### src/rtl/stopwatch_fnd_scan_pkg.sv
// Shared constants for the stopwatch FND scanner: 7-segment codes, segment bit order
// and the scan FSM state type.
package stopwatch_fnd_scan_pkg;

  localparam int NUM_DIGITS_DEF = 6;

  // Segment vector bit positions within {dp,g,f,e,d,c,b,a}
  localparam int SEG_BIT_A  = 0;
  localparam int SEG_BIT_G  = 6;
  localparam int SEG_BIT_DP = 7;

  // Active-high {g,f,e,d,c,b,a} patterns
  localparam logic [6:0] SEG_0   = 7'h3F;
  localparam logic [6:0] SEG_1   = 7'h06;
  localparam logic [6:0] SEG_2   = 7'h5B;
  localparam logic [6:0] SEG_3   = 7'h4F;
  localparam logic [6:0] SEG_4   = 7'h66;
  localparam logic [6:0] SEG_5   = 7'h6D;
  localparam logic [6:0] SEG_6   = 7'h7D;
  localparam logic [6:0] SEG_7   = 7'h07;
  localparam logic [6:0] SEG_8   = 7'h7F;
  localparam logic [6:0] SEG_9   = 7'h6F;
  localparam logic [6:0] SEG_ERR = 7'h40;

  typedef enum logic {
    S_GUARD = 1'b0,
    S_ON    = 1'b1
  } scan_state_t;

endpackage

### src/rtl/stopwatch_fnd_scan_if.sv
// Digit-in / FND-pins-out bundle between the stopwatch counter, the scanner and the board.
interface stopwatch_fnd_scan_if
  import stopwatch_fnd_scan_pkg::*;
#(
  parameter int NUM_DIGITS = NUM_DIGITS_DEF
);

  logic [4*NUM_DIGITS-1:0] iDigits;
  logic [NUM_DIGITS-1:0]   iDpMask;
  logic                    iBlank;
  logic [7:0]              oSeg;
  logic [NUM_DIGITS-1:0]   oCom;
  logic                    oFrameStart;

  modport master (
    output iDigits, iDpMask, iBlank,
    input  oSeg, oCom, oFrameStart
  );

  modport slave (
    input  iDigits, iDpMask, iBlank,
    output oSeg, oCom, oFrameStart
  );

endinterface

### src/rtl/stopwatch_fnd_scan_decode.sv
// BCD nibble plus decimal point to active-high {dp,g,f,e,d,c,b,a}; non-decimal nibbles
// show a lone g segment as an error mark.
module stopwatch_fnd_scan_decode
  import stopwatch_fnd_scan_pkg::*;
(
  input  logic [3:0] nib,
  input  logic       dp,
  output logic [7:0] seg
);

  always_comb begin
    seg = '0;
    case (nib)
      4'd0:    seg[SEG_BIT_G:SEG_BIT_A] = SEG_0;
      4'd1:    seg[SEG_BIT_G:SEG_BIT_A] = SEG_1;
      4'd2:    seg[SEG_BIT_G:SEG_BIT_A] = SEG_2;
      4'd3:    seg[SEG_BIT_G:SEG_BIT_A] = SEG_3;
      4'd4:    seg[SEG_BIT_G:SEG_BIT_A] = SEG_4;
      4'd5:    seg[SEG_BIT_G:SEG_BIT_A] = SEG_5;
      4'd6:    seg[SEG_BIT_G:SEG_BIT_A] = SEG_6;
      4'd7:    seg[SEG_BIT_G:SEG_BIT_A] = SEG_7;
      4'd8:    seg[SEG_BIT_G:SEG_BIT_A] = SEG_8;
      4'd9:    seg[SEG_BIT_G:SEG_BIT_A] = SEG_9;
      default: seg[SEG_BIT_G:SEG_BIT_A] = SEG_ERR;
    endcase
    seg[SEG_BIT_DP] = dp;
  end

endmodule

### src/rtl/stopwatch_fnd_scan.sv
// Multiplexed 7-segment scanner: per-digit slots with a dark guard gap, one digit
// snapshot per frame, optional leading-zero blanking, fully registered pins.
module stopwatch_fnd_scan
  import stopwatch_fnd_scan_pkg::*;
#(
  parameter int CLK_HZ         = 50_000_000,
  parameter int DIGIT_HZ       = 1000,
  parameter int NUM_DIGITS     = NUM_DIGITS_DEF,
  parameter int GUARD_CYC      = 50,
  parameter bit SEG_ACTIVE_LOW = 1'b1,
  parameter bit COM_ACTIVE_LOW = 1'b1,
  parameter bit LZ_BLANK       = 1'b1
) (
  input  logic                Clk,
  input  logic                Rst,
  stopwatch_fnd_scan_if.slave fnd
);

  localparam int DWELL = CLK_HZ / DIGIT_HZ;
  localparam int CNT_W = (DWELL > 1) ? $clog2(DWELL) : 1;
  localparam int IDX_W = (NUM_DIGITS > 1) ? $clog2(NUM_DIGITS) : 1;
  localparam logic [CNT_W-1:0] CNT_LAST   = CNT_W'(DWELL - 1);
  localparam logic [CNT_W-1:0] GUARD_LAST = CNT_W'(GUARD_CYC - 1);
  localparam logic [IDX_W-1:0] IDX_LAST   = IDX_W'(NUM_DIGITS - 1);

  // The frame snapshot is taken on guard cycle 0, so at least one guard cycle is required.
  generate
    if (DWELL < GUARD_CYC + 2 || NUM_DIGITS < 1 || GUARD_CYC < 1) begin : g_param_err
      $error("stopwatch_fnd_scan: need DWELL >= GUARD_CYC+2, GUARD_CYC >= 1, NUM_DIGITS >= 1");
    end
  endgenerate

  function automatic logic [NUM_DIGITS-1:0] lz_blank_mask(
    input logic [4*NUM_DIGITS-1:0] d,
    input logic [NUM_DIGITS-1:0]   dpm
  );
    logic run;
    lz_blank_mask = '0;
    run = 1'b1;
    for (int k = NUM_DIGITS - 1; k >= 1; k--) begin
      run = run && (d[4*k +: 4] == 4'd0) && !dpm[k];
      lz_blank_mask[k] = run;
    end
  endfunction

  function automatic logic [7:0] seg_pol(input logic [7:0] x);
    return SEG_ACTIVE_LOW ? ~x : x;
  endfunction

  function automatic logic [NUM_DIGITS-1:0] com_pol(input logic [NUM_DIGITS-1:0] x);
    return COM_ACTIVE_LOW ? ~x : x;
  endfunction

  logic [CNT_W-1:0]        cnt;
  logic [IDX_W-1:0]        idx;
  scan_state_t             state, state_nxt;
  logic [4*NUM_DIGITS-1:0] snap_digits;
  logic [NUM_DIGITS-1:0]   snap_dp;
  logic                    slot_end, frame_start;
  logic [NUM_DIGITS-1:0]   lz_mask;
  logic [3:0]              cur_nib;
  logic                    cur_dp;
  logic [7:0]              seg_hi;
  logic                    show;
  logic [NUM_DIGITS-1:0]   com_nxt, com_q;
  logic [7:0]              seg_nxt, seg_q;
  logic                    fs_q;

  assign slot_end    = (cnt == CNT_LAST);
  assign frame_start = (cnt == '0) && (idx == '0);

  always_ff @(posedge Clk) begin
    if (!Rst) begin
      cnt <= '0;
      idx <= '0;
    end else if (slot_end) begin
      cnt <= '0;
      idx <= (idx == IDX_LAST) ? '0 : idx + 1'b1;
    end else begin
      cnt <= cnt + 1'b1;
    end
  end

  always_ff @(posedge Clk) begin
    if (!Rst) state <= S_GUARD;
    else      state <= state_nxt;
  end

  always_comb begin
    state_nxt = state;
    case (state)
      S_GUARD: if (cnt == GUARD_LAST) state_nxt = S_ON;
      S_ON:    if (slot_end)          state_nxt = S_GUARD;
      default:                        state_nxt = S_GUARD;
    endcase
  end

  always_ff @(posedge Clk) begin
    if (!Rst) begin
      snap_digits <= '0;
      snap_dp     <= '0;
    end else if (frame_start) begin
      snap_digits <= fnd.iDigits;
      snap_dp     <= fnd.iDpMask;
    end
  end

  assign lz_mask = LZ_BLANK ? lz_blank_mask(snap_digits, snap_dp) : '0;
  assign cur_nib = snap_digits[4*idx +: 4];
  assign cur_dp  = snap_dp[idx];

  stopwatch_fnd_scan_decode u_decode (
    .nib (cur_nib),
    .dp  (cur_dp),
    .seg (seg_hi)
  );

  always_comb begin
    show    = (state == S_ON) && !fnd.iBlank && !lz_mask[idx];
    com_nxt = com_pol('0);
    seg_nxt = seg_pol('0);
    if (show) begin
      com_nxt = com_pol(NUM_DIGITS'(1) << idx);
      seg_nxt = seg_pol(seg_hi);
    end
  end

  // Pin registers: one cycle behind cnt/idx
  always_ff @(posedge Clk) begin
    if (!Rst) begin
      com_q <= com_pol('0);
      seg_q <= seg_pol('0);
      fs_q  <= 1'b0;
    end else begin
      com_q <= com_nxt;
      seg_q <= seg_nxt;
      fs_q  <= frame_start;
    end
  end

  assign fnd.oCom        = com_q;
  assign fnd.oSeg        = seg_q;
  assign fnd.oFrameStart = fs_q;

endmodule
### src/flat_wrapper.sv
// flat-port wrapper written by rule: the top's interface ports become plain ports
module stopwatch_fnd_scan_flat import stopwatch_fnd_scan_pkg::*;
#(
  parameter int CLK_HZ         = 50_000_000,
  parameter int DIGIT_HZ       = 1000,
  parameter int NUM_DIGITS     = NUM_DIGITS_DEF,
  parameter int GUARD_CYC      = 50,
  parameter bit SEG_ACTIVE_LOW = 1'b1,
  parameter bit COM_ACTIVE_LOW = 1'b1,
  parameter bit LZ_BLANK       = 1'b1
)
  (Clk, Rst, fnd_iDigits, fnd_iDpMask, fnd_iBlank, fnd_oSeg, fnd_oCom, fnd_oFrameStart);
  stopwatch_fnd_scan_if #(.NUM_DIGITS(NUM_DIGITS)) fnd_i ();
  input  logic Clk;
  input  logic Rst;
  input wire logic [$bits(fnd_i.iDigits)-1:0] fnd_iDigits;
  input wire logic [$bits(fnd_i.iDpMask)-1:0] fnd_iDpMask;
  input wire logic [$bits(fnd_i.iBlank)-1:0] fnd_iBlank;
  output wire logic [$bits(fnd_i.oSeg)-1:0] fnd_oSeg;
  output wire logic [$bits(fnd_i.oCom)-1:0] fnd_oCom;
  output wire logic [$bits(fnd_i.oFrameStart)-1:0] fnd_oFrameStart;
  assign fnd_i.iDigits = fnd_iDigits;
  assign fnd_i.iDpMask = fnd_iDpMask;
  assign fnd_i.iBlank = fnd_iBlank;
  assign fnd_oSeg = fnd_i.oSeg;
  assign fnd_oCom = fnd_i.oCom;
  assign fnd_oFrameStart = fnd_i.oFrameStart;
  stopwatch_fnd_scan #(.CLK_HZ(CLK_HZ), .DIGIT_HZ(DIGIT_HZ), .NUM_DIGITS(NUM_DIGITS), .GUARD_CYC(GUARD_CYC), .SEG_ACTIVE_LOW(SEG_ACTIVE_LOW), .COM_ACTIVE_LOW(COM_ACTIVE_LOW), .LZ_BLANK(LZ_BLANK)) u_core (.Clk(Clk), .Rst(Rst), .fnd(fnd_i));
endmodule
### config.mk
export PLATFORM = sky130hd
export DESIGN_NAME = stopwatch_fnd_scan_flat
export DESIGN_NICKNAME = d
export VERILOG_FILES = /design/src/rtl/stopwatch_fnd_scan_pkg.sv /design/src/rtl/stopwatch_fnd_scan_if.sv /design/src/rtl/stopwatch_fnd_scan_decode.sv /design/src/rtl/stopwatch_fnd_scan.sv /design/src/flat_wrapper.sv
export SDC_FILE = /design/constraint.sdc
export NUM_CORES = 1
export LEC_CHECK = 0
export ABC_AREA = 1
export BUFFER_PORTS_ARGS = -buffer_cell sky130_fd_sc_hd__buf_2
export CORE_MARGIN = 3
export CORE_UTILIZATION = 40
export DETAILED_ROUTE_END_ITERATION = 8
export SLEW_MARGIN = 20
export SYNTH_ARGS = -nofsm -noshare
export SYNTH_HDL_FRONTEND = slang
export SYNTH_HIERARCHICAL = 1
export SYNTH_SLANG_ARGS = --single-unit
### constraint.sdc
create_clock -name Clk -period 5.1 [get_ports Clk]
set_input_delay 0.51 -clock Clk [delete_from_list [all_inputs] [get_ports Clk]]
set_output_delay 0.51 -clock Clk [all_outputs]
set_load 0.02 [all_outputs]
== Word level (Yosys, flattened, before mapping) ==
Memory sizes are Yosys's and may differ from the RTL's.
Index checks and enable logic that the tools add are counted.

* Bitwise operators: 4
* Multiplexer cells: 8
* Reductions and logical operators: 28
* $add $sub $neg: 2
* Eq/ne operators: 3
* Shift operators: 2
* Order comparisons: 1

{| class="wikitable"
|+ Operators with widths
! cell !! number
|-
| indexed part select 24 x 6 -> 4 bit || 1
|-
| zero test 4 bit || 5
|-
| adder 16 x 1 -> 16 bit, second input constant || 1
|-
| == test 16 bit, second input constant || 1
|-
| == test 16 x 6 -> 1 bit, second input constant || 1
|-
| zero test 16 bit || 1
|-
| logical AND 1 bit || 12
|-
| inverter 8 bit || 1
|-
| zero test 1 bit || 7
|-
| binary-select mux 1 bit (select 3 bit) || 2
|-
| inverter 6 bit || 1
|-
| left shift 1 x 3 -> 6 bit, first input constant || 1
|-
| < comparator 3 x 4 -> 1 bit, second input constant || 1
|-
| 2-to-1 mux 1 bit || 4
|-
| adder 3 x 1 -> 3 bit, second input constant || 1
|-
| == test 3 bit, second input constant || 1
|-
| zero test 3 bit || 1
|-
| 2-to-1 mux 3 bit || 1
|-
| inverter 1 bit || 2
|-
| case mux 1 bit (2 select lines) || 1
|-
| AND reduction 2 bit || 1
|-
| OR reduction 2 bit || 1
|}

* Register bits after elaboration: 65
* Logic and storage cells: 57
* Memories kept: 1
* Output and inout port bits: 15
* ROM bits: 112
* Input port bits: 33

{| class="wikitable"
|+ Memories
! name !! words !! width !! rd ports !! clocked after Yosys merged registers in !! write ports !! RTL line !! RTL
|-
| (no name shown) || 16 || 7 || 1 || 0 || 0 || stopwatch_fnd_scan_decode.sv:13 || <nowiki>case (nib)</nowiki>
|}

== Longest topological paths before layout ==
Gate-level depths: netlist (run 1).

* Word-level depth: 15
* Gate-level depth with buffers: 15
* Mapped depth without buffers: 15

== Modules after synthesis ==
The synthesis (run 1) kept the hierarchy.

{| class="wikitable"
|+ Modules (own cells, without submodules)
! module !! cells each !! seq. area each (um2) !! area each (um2) !! times used
|-
| stopwatch_fnd_scan || 442 || 1,301.2 || 3,037.9 || 1
|-
| stopwatch_fnd_scan_decode || 37 || 0.0 || 200.2 || 1
|}

== Least setup slack after synthesis (run 1) ==
Ideal clock, no wire load.

* Path kind: reg2reg
* Start point: register u_core.idx[2]
* End point: register u_core.seg_q[3], in the netlist u_core/fnd.oSeg[3]
* Required time: 4,972 ps
* Cell stages (with the launch flop): 13
* Setup time: 128 ps
* Path slack: 3,314 ps
* Buffers on the path: 1
* Arrival time: 1,659 ps
* Clock period less this slack: 1,786 ps
* Cells stage by stage: dfxtp_1 inv_1 buf_2 nor2_1 nand2_1 nand3_1 inv_1 ha_1 nand2_1 nand2_1 nand2_1 nand2_1 nand3_1

* Elaborated cells between the ends (all ways): 8
* Classes of those cells: shift (1); mux (2); bitwise (1); reduce/logical (3); memory (1)

{| class="wikitable"
|+ RTL lines
! what !! RTL line !! RTL
|-
| start: declaration || stopwatch_fnd_scan.sv:55 || <nowiki>logic [IDX_W-1:0] idx;</nowiki>
|-
| start signal: assignment || stopwatch_fnd_scan.sv:78 || <nowiki>idx <= (idx == IDX_LAST) ? '0 : idx + 1'b1;</nowiki>
|-
| indexed part select 24 x 6 -> 4 bit || stopwatch_fnd_scan.sv:109 || <nowiki>assign cur_nib = snap_digits[4*idx +: 4];</nowiki>
|-
| named net u_core.cur_nib[1] || stopwatch_fnd_scan.sv:61 || <nowiki>logic [3:0] cur_nib;</nowiki>
|-
| memory read (16 x 7 bit) || - ||
|-
| named net u_core.seg_hi[3] || stopwatch_fnd_scan.sv:63 || <nowiki>logic [7:0] seg_hi;</nowiki>
|-
| inverter 8 bit || stopwatch_fnd_scan.sv:47 || <nowiki>return SEG_ACTIVE_LOW ? ~x : x;</nowiki>
|-
| end signal: assignment || stopwatch_fnd_scan.sv:132 || <nowiki>seg_q <= seg_pol('0);</nowiki>
|-
| end signal: assignment || stopwatch_fnd_scan.sv:136 || <nowiki>seg_q <= seg_nxt;</nowiki>
|-
| end: declaration || stopwatch_fnd_scan.sv:66 || <nowiki>logic [7:0] seg_nxt, seg_q;</nowiki>
|}

The timed path passes the listed nets, and every way through them passes these cells. The select of a mux whose other input is x is not followed.
A chain may end at the register's enable or synchronous reset.

== Worst setup path after layout (run 1) ==
* Start point: register u_core.idx[1]
* End point: register u_core.seg_q[1], in the netlist u_core/fnd.oSeg[1]

Same word-level chain as after synthesis.

==> results.py, run 1 <==
metrics = {
    "sta": {
        "drv_slew": 0,
        "hold_viol": 0,
        "max_freq_mhz": 454,
        "period_share_pct": 43.1,
        "tns_ns": 0,
        "skew_ns": 0.00854,
        "rsz0062_at_grt": "false",
        "setup_viol": 0,
        "worst_pin_slew_ns": 0.761,
        "period_needed_ns": 2.20,
        "slew_headroom_pct": 49.0,
    },
    "critical_path": {
        "worstPathRequired_ns": 5.30,
        "cp-end-kind": "flop",
        "critPathLaunchType": "flop",
        "crit_path_max_fanout": 6,
        "rr_worst_depth": 11,
        "cp.arrival_ns": 2.40,
        "criticalPathCategory": "flop to flop",
    },
    "clock_network": {
        "cts.clk_slew.worst_paths_ns": 0.08,
        "postCtsSetupRepairBufs": 0,
        "cts_resized": 0,
        "cts_tree": "yes",
        "cts.hold.buffers_added": 0,
        "cts_root_buf": "clkbuf_8",
        "max-clock-path-buffers": 2,
        "clkLatencyLatePin_ns": 0.34,
        "clock-sinks": 65,
        "numCtsBuffers": 9,
        "cts-htree-levels": 3,
    },
    "drt": {
        "vias": 2936,
        "firstDrtPassIters": 4,
        "vias_per_cell": 4.67,
        "drc": 0,
        "ant_nets": 0,
        "wirelength_um": 7320,
        "post_drt_wl_per_cell_um": 11.6,
        "drt_iter0_markers": 145,
    },
    "grt": {
        "grt_usage_pct": 17.4,
        "grt_max_degree": 36,
        "overflow": 0,
        "grt_pass1_vias": 2753,
        "grt_pass1_wl_um": 12400,
        "antenna_found_initial": 0,
    },
    "final_layout": {
        "finalInstanceArea_mm2": 0.00370,
        "mostFrequentLayoutCells": "nand2_1 (131), nor2_1 (86), dfxtp_1 (65), inv_1 (63), buf_2 (47)",
        "layout_commonest_cell": "nand2_1",
        "finish.net_count": 565,
        "n_antenna_cell": 0,
        "syn_to_final_growth_pct": 14.2,
        "drive_gt1_share_pct": 17.1,
    },
    "placed_design": {
        "placed_area_mm2": 0.00349,
        "io_buffers": 47,
        "hpwl_um": 5340,
        "place_congestion": 0.854,
    },
    "yosys": {
        "avgSynthCellArea_um2": 6.76,
        "netlist_area_mm2": 0.00324,
        "syn-num-nets": 522,
        "synthCells": 479,
        "yosysWarnings": 6,
        "synth_cell_types": 29,
        "ys_seq_area_share_pct": 40.2,
        "ys_seq_elements": 65,
    },
    "hold_path": {
        "min_path_type": "input pin to flop",
        "min_path_cells": 3,
    },
    "die": {
        "start_util_pct": 41.5,
        "io_pins": 48,
        "core_mm2": 0.00781,
        "die_x_um": 96.0,
        "die_area_mm2": 0.00921,
        "num_rows": 32,
        "fp.dieH_um": 96.0,
    },
    "power": {
        "p_leak_nw": 1.73,
        "ir_drop_v": 0.000158,
        "power.density_mw_per_mm2": 318,
        "p_total_mw": 1.18,
    },
    "outcome": {
        "status": "completed",
    },
    "flow_run": {
        "maxCapViolations": 0,
    },
}
[logic make-up after synthesis]
group	after synthesis	share of synthesized area (%)
flip-flops	65	40.2
AO/OA/AOI/OAI	36	6.68
buffers and inverters	82	11.2
AND/OR/NAND/NOR	284	37.5
adder cells (fa/ha/maj)	10	3.86
XOR/XNOR	2	0.541
[cell type report]
| type | count | area, um2 |
|---|---|---|
| clock buffer | 9 | 124 |
| clock inverter | 7 | 80.1 |
| fill | 835 | 4110 |
| inverter | 67 | 251 |
| multi-input combinational | 332 | 1580 |
| sequential | 65 | 1300 |
| tap | 102 | 128 |
| timing repair buffer | 47 | 235 |
[Yosys cell counts (all sizes together)]
library cell	n	area [um2]
nand4	8	50.1
xor2	1	8.76
or2	2	12.5
dfxtp	65	1300
o211ai	1	7.51
xnor2	1	8.76
nor3	6	40.0
nand3	38	200
inv	67	251
nor4	1	6.26
nor3b	1	7.51
nor2	94	383
ha	10	125
a21oi	12	78.8
o22ai	12	75.1
buf	15	111
o21ai	11	55.1
nand2	134	515
[per-stage QoR]
stage	hold slack (ns)	std cells	setup WS (ns)	utilization, %
floorplan	0.447	479	3.31	-
global placement	0.457	613	2.76	44.7
detailed placement	0.470	613	2.85	44.8
CTS	0.375	629	2.91	47.4
global route	0.373	629	2.60	47.4
finish	0.392	629	2.90	47.4
[metal layers]
| layer | vias to the layer above | wire, um | GRT usage [%] |
|---|---|---|---|
| met3 | 5 | 284 | 3.67 |
| met2 | 55 | 3220 | 26.6 |
| met4 | 0 | 66 | 6.75 |
| li1 | 1578 | - | - |
| met5 | - | 0 | 0 |
| met1 | 1298 | 3750 | 23.8 |
[worst max-delay path: stages (launching register included)]
cell and delay, ns:
dfxtp_1 0.38, inv_1 0.10, nand2_1 0.22, o22ai_1 0.15, o21ai_0 0.30, nand3_1 0.20, inv_1 0.17, ha_1 0.25
nand2_1 0.08, nand2_1 0.07, nand2_1 0.08, nand3_1 0.07
[flip-flops by register name, summed over array words and instances, names as in the netlist]
| name | cells |
|---|---|
| u_core/fnd.oFrameStart | 1 |
| u_core/fnd.oSeg | 8 |
| u_core/snap_dp | 6 |
| u_core/snap_digits | 24 |
| u_core/idx | 3 |
| u_core/fnd.oCom | 6 |
| u_core/cnt | 16 |
| u_core/state | 1 |
[path summary, 6_finish.rpt]
check	from	to	slack, ns
setup / recovery	u_core/idx[1]	u_core/fnd.oSeg[1]	2.90
hold / removal	fnd_iDigits[2]	u_core/snap_digits[2]	0.39
setup reg to reg	u_core/idx[1]	u_core/fnd.oSeg[1]	2.90
hold reg to reg	u_core/cnt[13]	u_core/cnt[13]	0.48
[report_power, final]
part,internal [mW],total [mW],switching (mW)
Sequential,0.539,0.553,0.0138
Combinational,0.0626,0.183,0.121
Clock,0.230,0.440,0.211
Total,0.831,1.18,0.345
Power figures use the tool's default switching activity.
==> run 2, diff against run 1 <==
clock period = 1.9 ns   (was 5.1 ns; I/O delays follow)
==> run 2 against run 1 <==
Sequential power grew to 2.7 times the previous value. Clock-buffer cell count is 3 higher. Combinational power grew to 2.8 times the previous value. Die area stayed put. Via count is 2.9% higher. Fmax is 23% higher. Core utilization is 1.7 points higher. Routed wire length is 2.2% higher. Flip-flop and latch count stayed put. Clock power is 140% higher. Critical endpoint is now u_core/fnd.oSeg[5]. Highest routed layer unchanged.
==> results.py, run 2 (synthesis gave the netlist of run 1 again) <==
metrics = {
    "drt": {
        "wirelength_um": 7490,
        "vias": 3020,
        "post_drt_wl_per_cell_um": 11.7,
        "firstDrtPassIters": 5,
        "drt_iter0_markers": 149,
        "ant_nets": 0,
        "drc": 0,
        "vias_per_cell": 4.71,
    },
    "die": {
        "num_rows": 32,
        "start_util_pct": 41.5,
        "die_x_um": 96.0,
        "io_pins": 48,
        "fp.dieH_um": 96.0,
        "die_area_mm2": 0.00921,
        "core_mm2": 0.00781,
    },
    "flow_run": {
        "maxCapViolations": 0,
    },
    "final_layout": {
        "syn_to_final_growth_pct": 18.4,
        "mostFrequentLayoutCells": "nand2_1 (128), nor2_1 (86), dfxtp_1 (63), inv_1 (60), buf_2 (47)",
        "final_core_util_pct": 49.1,
        "layout_commonest_cell": "nand2_1",
        "largest_register_ffs": 24,
        "drive_gt1_share_pct": 20.6,
        "finish.net_count": 578,
        "n_antenna_cell": 0,
        "largest_register": "u_core/snap_digits",
    },
    "clock_network": {
        "clkLatencyLatePin_ns": 0.34,
        "max-clock-path-buffers": 2,
        "cts_tree": "yes",
        "cts.clk_slew.worst_paths_ns": 0.07,
        "clock-sinks": 65,
        "cts_root_buf": "clkbuf_8",
        "numCtsBuffers": 9,
        "cts-htree-levels": 3,
        "cts.hold.buffers_added": 0,
    },
    "sta": {
        "whs_ns": 0.0657,
        "worst_pin_slew_ns": 0.415,
        "hold_viol": 0,
        "max_freq_mhz": 561,
        "drv_slew": 0,
        "tns_ns": 0,
        "skew_ns": 0.00605,
        "period_needed_ns": 1.78,
        "period_share_pct": 93.9,
        "slew_headroom_pct": 72.3,
        "setup_viol": 0,
        "rsz0062_at_grt": "false",
    },
    "grt": {
        "grt_usage_pct": 17.3,
        "grt_pass1_wl_um": 12400,
        "grt_max_degree": 32,
        "antenna_found_initial": 0,
        "overflow": 0,
        "grt_pass1_vias": 2755,
    },
    "placed_design": {
        "io_buffers": 47,
        "place_congestion": 0.869,
        "hpwl_um": 5570,
    },
    "critical_path": {
        "critPathLaunchType": "flop",
        "cp.arrival_ns": 1.98,
        "worstPathRequired_ns": 2.10,
        "criticalPathCategory": "flop to flop",
        "crit_path_max_fanout": 6,
        "cp-end-kind": "flop",
    },
    "power": {
        "p_leak_nw": 1.81,
        "ir_drop_v": 0.000335,
        "power.density_mw_per_mm2": 800,
    },
    "hold_path": {
        "min_path_type": "input pin to flop",
    },
    "outcome": {
        "status": "completed",
    },
}
[run 2: cell types whose count changed in the layout (fill, tap and decap cells not counted), sizes merged]
cell | before | now
inv | 68 | 67
buf | 47 | 60
clkbuf | 9 | 12
bufinv | 1 | 0
clkinvlp | 2 | 0
[run 2: critical path, stage by stage, from the launching register on]
cell and delay (ns):
dfxtp_4 0.39, inv_4 0.06, nand2_4 0.08, o22ai_1 0.08, o21ai_1 0.20, nand3_1 0.13
buf_4 0.16, ha_1 0.17, inv_1 0.05, nand2_1 0.06, nand2_1 0.07, nand2_1 0.04
nand2_1 0.07, nand3_1 0.08
[run 2: cell type report]
cell class	count	area (um2)
repair buffers	60	345
clock inverters	3	15.0
clock buffers	12	165
fillers	821	3980
well taps	102	128
multi-input cells	332	1610
flip-flops and latches	65	1310
inverters	67	256
[run 2: path summary, 6_finish.rpt]
path | slack [ns] | depth (start not counted) | start | endpoint
min reg2reg | 0.48 | 2 | u_core/cnt[13] | u_core/cnt[13]
min | 0.07 | 3 | fnd_iDigits[19] | u_core/snap_digits[19]
max | 0.12 | 13 | u_core/idx[1] | u_core/fnd.oSeg[5]
max reg2reg | 0.12 | 13 | u_core/idx[1] | u_core/fnd.oSeg[5]
[run 2: power by group]
part	switching, mW	internal (mW)
clock network	0.500	0.566
registers	0.0402	1.45
logic	0.328	0.186
[run 2: stage by stage]
stage	instances	total power [mW]	worst slack [ns]	instance area, um2
2_1_floorplan	479	1.90	0.114	3240
3_3_place_gp	624	2.03	0.0888	3580
3_5_place_dp	624	2.02	0.00566	3580
4_1_cts	639	3.10	-0.00483	3770
5_1_grt	641	3.24	0.00389	3830
6_report	641	3.07	0.117	3830
[run 2: routing by layer]
metal	global-route usage [%]	vias up	routed length, um
met4	6.87	0	103
met1	23.7	1330	3740
met3	4.69	9	428
li1	-	1597	-
met2	25.9	84	3220
met5	0	-	0
[run 2: repair_timing]
action,4_1_cts,5_1_grt
resized for setup,1,20
pin swaps,0,5
buffers inserted,0,2
setup endpoints to repair,1,21
==> run 3, diff against run 2 <==
ABC_AREA = unset   (was 1)
==> run 3 against run 2 <==
The flow now finishes with violations (setup timing). Clock skew barely moved. Power rose by 1.3%. Largest power group unchanged. Clock power fell by 4%. Register-to-register slack got worse by 0.12 ns. Sequential power barely moved. Routed wire length rose by 1.1%. Critical path depth fell by 7. Setup slack got worse by 0.12 ns. Critical endpoint is now u_core/snap_digits[2]. Clock-buffer cell count fell by 1.
==> results.py, run 3 <==
metrics = {
    "outcome": {
        "status": "finished with violations",
        "failed_checks": "setup timing",
    },
    "die": {
        "fp.dieH_um": 94.8,
        "die_x_um": 94.8,
        "core_mm2": 0.00745,
        "start_util_pct": 42.4,
        "die_area_mm2": 0.00899,
        "io_pins": 48,
        "num_rows": 31,
    },
    "critical_path": {
        "crit_path_max_fanout": 8,
        "cp_top_family": "simple AND/OR/NAND/NOR gates",
        "cp-end-kind": "flop",
        "worstPathRequired_ns": 2.16,
        "crit_path_cell_trace": "or4_4 -> nand4b_1 -> nor2_4 -> buf_12 -> clkbuf_16 -> mux2i_1",
        "cp_slowest_cell": "or4_4",
        "slowest_delay_ns": 0.54,
        "critPathLaunchType": "flop",
        "criticalPathCategory": "flop to flop",
        "cp.arrival_ns": 2.16,
        "crit_start": "u_core/cnt[12]",
        "crit_buf_inv": 2,
        "reg2reg_from": "u_core/cnt[12]",
    },
    "clock_network": {
        "clkLatencyLatePin_ns": 0.32,
        "max-clock-path-buffers": 2,
        "cts.clk_slew.worst_paths_ns": 0.07,
        "cts_root_buf": "clkbuf_8",
        "cts.hold.buffers_added": 0,
        "numCtsBuffers": 9,
        "cts-htree-levels": 3,
        "cts_tree": "yes",
        "clock-sinks": 65,
    },
    "yosys": {
        "yosysMostFrequentCell": "nand2_1",
        "synth-simple-area-share_pct": 21.8,
        "ys.flop_type": "dfxtp_1",
        "synth-compound-area-share_pct": 8.52,
        "synth_cell_types": 42,
        "synthCells": 354,
        "synth-xor-area-share_pct": 3.89,
        "synth_fa_ha_area_share_pct": 3.97,
        "avgSynthCellArea_um2": 8.91,
        "synthMuxAreaShare_pct": 15.1,
        "synth_edf_count": 0,
        "yosys.area.top_type": "dfxtp_1",
        "synth_top_area_share_pct": 41.2,
        "yosysWarnings": 6,
        "ys_seq_area_share_pct": 41.2,
        "syn-num-nets": 397,
        "netlist_area_mm2": 0.00316,
        "synth_top_family_by_area": "simple AND/OR/NAND/NOR gates",
        "ys_seq_elements": 65,
        "synthTopCellsByArea": "dfxtp_1 (41%), mux2i_1 (11%), nand2_1 (8.6%), ha_1 (4.0%), xnor2_1 (3.6%)",
        "async_reset_ff_share_pct": 0,
        "yosys-top-cells-count": "nand2_1 (72), dfxtp_1 (65), mux2i_1 (35)",
    },
    "power": {
        "intPower_mw": 2.24,
        "power.density_mw_per_mm2": 772,
        "power_frac_clock_pct": 33.1,
        "p_seq_share_pct": 48.2,
        "comb_power_share_pct": 18.7,
        "p_leak_nw": 1.62,
        "p_sw_mw": 0.866,
        "netSwitchingFraction_pct": 27.9,
        "ir_drop_v": 0.000411,
        "p_total_mw": 3.11,
    },
    "final_layout": {
        "drive_gt1_share_pct": 30.3,
        "finalInstanceArea_mm2": 0.00403,
        "largest_register_ffs": 24,
        "finish.net_count": 470,
        "layout_commonest_cell": "nand2_1",
        "final_cells": 531,
        "mostFrequentLayoutCells": "nand2_1 (70), dfxtp_1 (62), buf_2 (47), mux2i_1 (35), buf_4 (33)",
        "largest_register": "u_core/snap_digits",
        "syn_to_final_growth_pct": 27.6,
        "n_antenna_cell": 0,
        "final_core_util_pct": 54.0,
    },
    "sta": {
        "max_freq_mhz": 525,
        "hold_viol": 0,
        "tns_ns": -0.00688,
        "layout_setup_ws_ns": -0.00653,
        "slew_headroom_pct": 62.6,
        "period_share_pct": 100,
        "drv_slew": 0,
        "setup_viol": 2,
        "worst_pin_slew_ns": 0.553,
        "skew_ns": 0.00627,
        "whs_ns": 0.106,
        "rsz0062_at_grt": "true",
        "period_needed_ns": 1.91,
    },
    "drt": {
        "post_drt_wl_per_cell_um": 14.3,
        "ant_nets": 0,
        "vias_per_cell": 5.11,
        "drt_iter0_markers": 149,
        "wirelength_um": 7570,
        "drc": 0,
        "vias": 2716,
        "firstDrtPassIters": 4,
    },
    "grt": {
        "overflow": 0,
        "grt_max_degree": 62,
        "antenna_found_initial": 0,
        "grt_pass1_vias": 2528,
        "grt_usage_pct": 17.3,
        "grt_pass1_wl_um": 12200,
    },
    "placed_design": {
        "post-place-ws_ns": -0.0714,
        "io_buffers": 47,
        "placed_area_mm2": 0.00365,
        "numPlacedInstances": 505,
        "hpwl_um": 5300,
        "place_congestion": 0.862,
    },
    "hold_path": {
        "worstHoldStart": "fnd_iDigits[18]",
        "min_path_type": "input pin to flop",
    },
    "flow_run": {
        "maxCapViolations": 0,
    },
}
run 3: changes by cell type after synthesis, sizes merged, moves of 15 or more:
cell | before | now
nand2 | 134 | 72
clkbuf | 0 | 15
nor2 | 94 | 28
nand3 | 38 | 9
inv | 67 | 14
mux2i | 0 | 35
run 3: logic make-up after synthesis:
logic type | after synthesis
AOI/OAI and AO/OA | 39
adders and majority gates | 10
muxes | 41
and+or+nand+nor | 148
xor gates and xnor gates | 14
DFF | 65
buffers and inverters | 37
run 3: worst reg2reg max path, delay by kind of cell (launching register included):
family	cells	cell delay [ns]
flops	1	0.32
buf+inv	2	0.30
simple gates	3	1.04
mux	1	0.18
run 3: metal layers:
| metal | vias up | wire length, um | track usage [%] |
|---|---|---|---|
| met2 | 71 | 3320 | 26.4 |
| met3 | 8 | 402 | 3.35 |
| met4 | 0 | 142 | 5.53 |
| li1 | 1385 | - | - |
| met1 | 1252 | 3710 | 24.4 |
| met5 | - | 0 | 0 |
run 3: worst paths after layout:
check        cells past startpoint                      to  slack, ns
max                              6   u_core/snap_digits[2]     -0.007
min                              3  u_core/snap_digits[18]       0.11
max reg2reg                      6   u_core/snap_digits[2]     -0.007
min reg2reg                      2       u_core/snap_dp[0]       0.47
run 3: power groups by stage:
stage,Clock [mW],Sequential [mW],Combinational [mW]
2_1_floorplan,0,1.51,0.338
3_3_place_gp,0,1.53,0.467
3_5_place_dp,0,1.53,0.475
4_1_cts,1.06,1.50,0.486
5_1_grt,1.13,1.51,0.633
6_report,1.03,1.50,0.580
run 3: area by class of cell:
class,instances,area [um2]
clock inverter,5,31.3
multi-input combinational,252,1780
sequential,65,1310
fill,725,3420
tap,99,124
timing repair buffer,85,588
inverter,14,52.6
clock buffer,11,141
run 3: timing repair:
action                                  CTS  global route
pin swaps                                 3            10
endpoints found under the setup margin    9            44
resized for setup                         8            19
buffers inserted                          1             7
gates cloned                              0             2
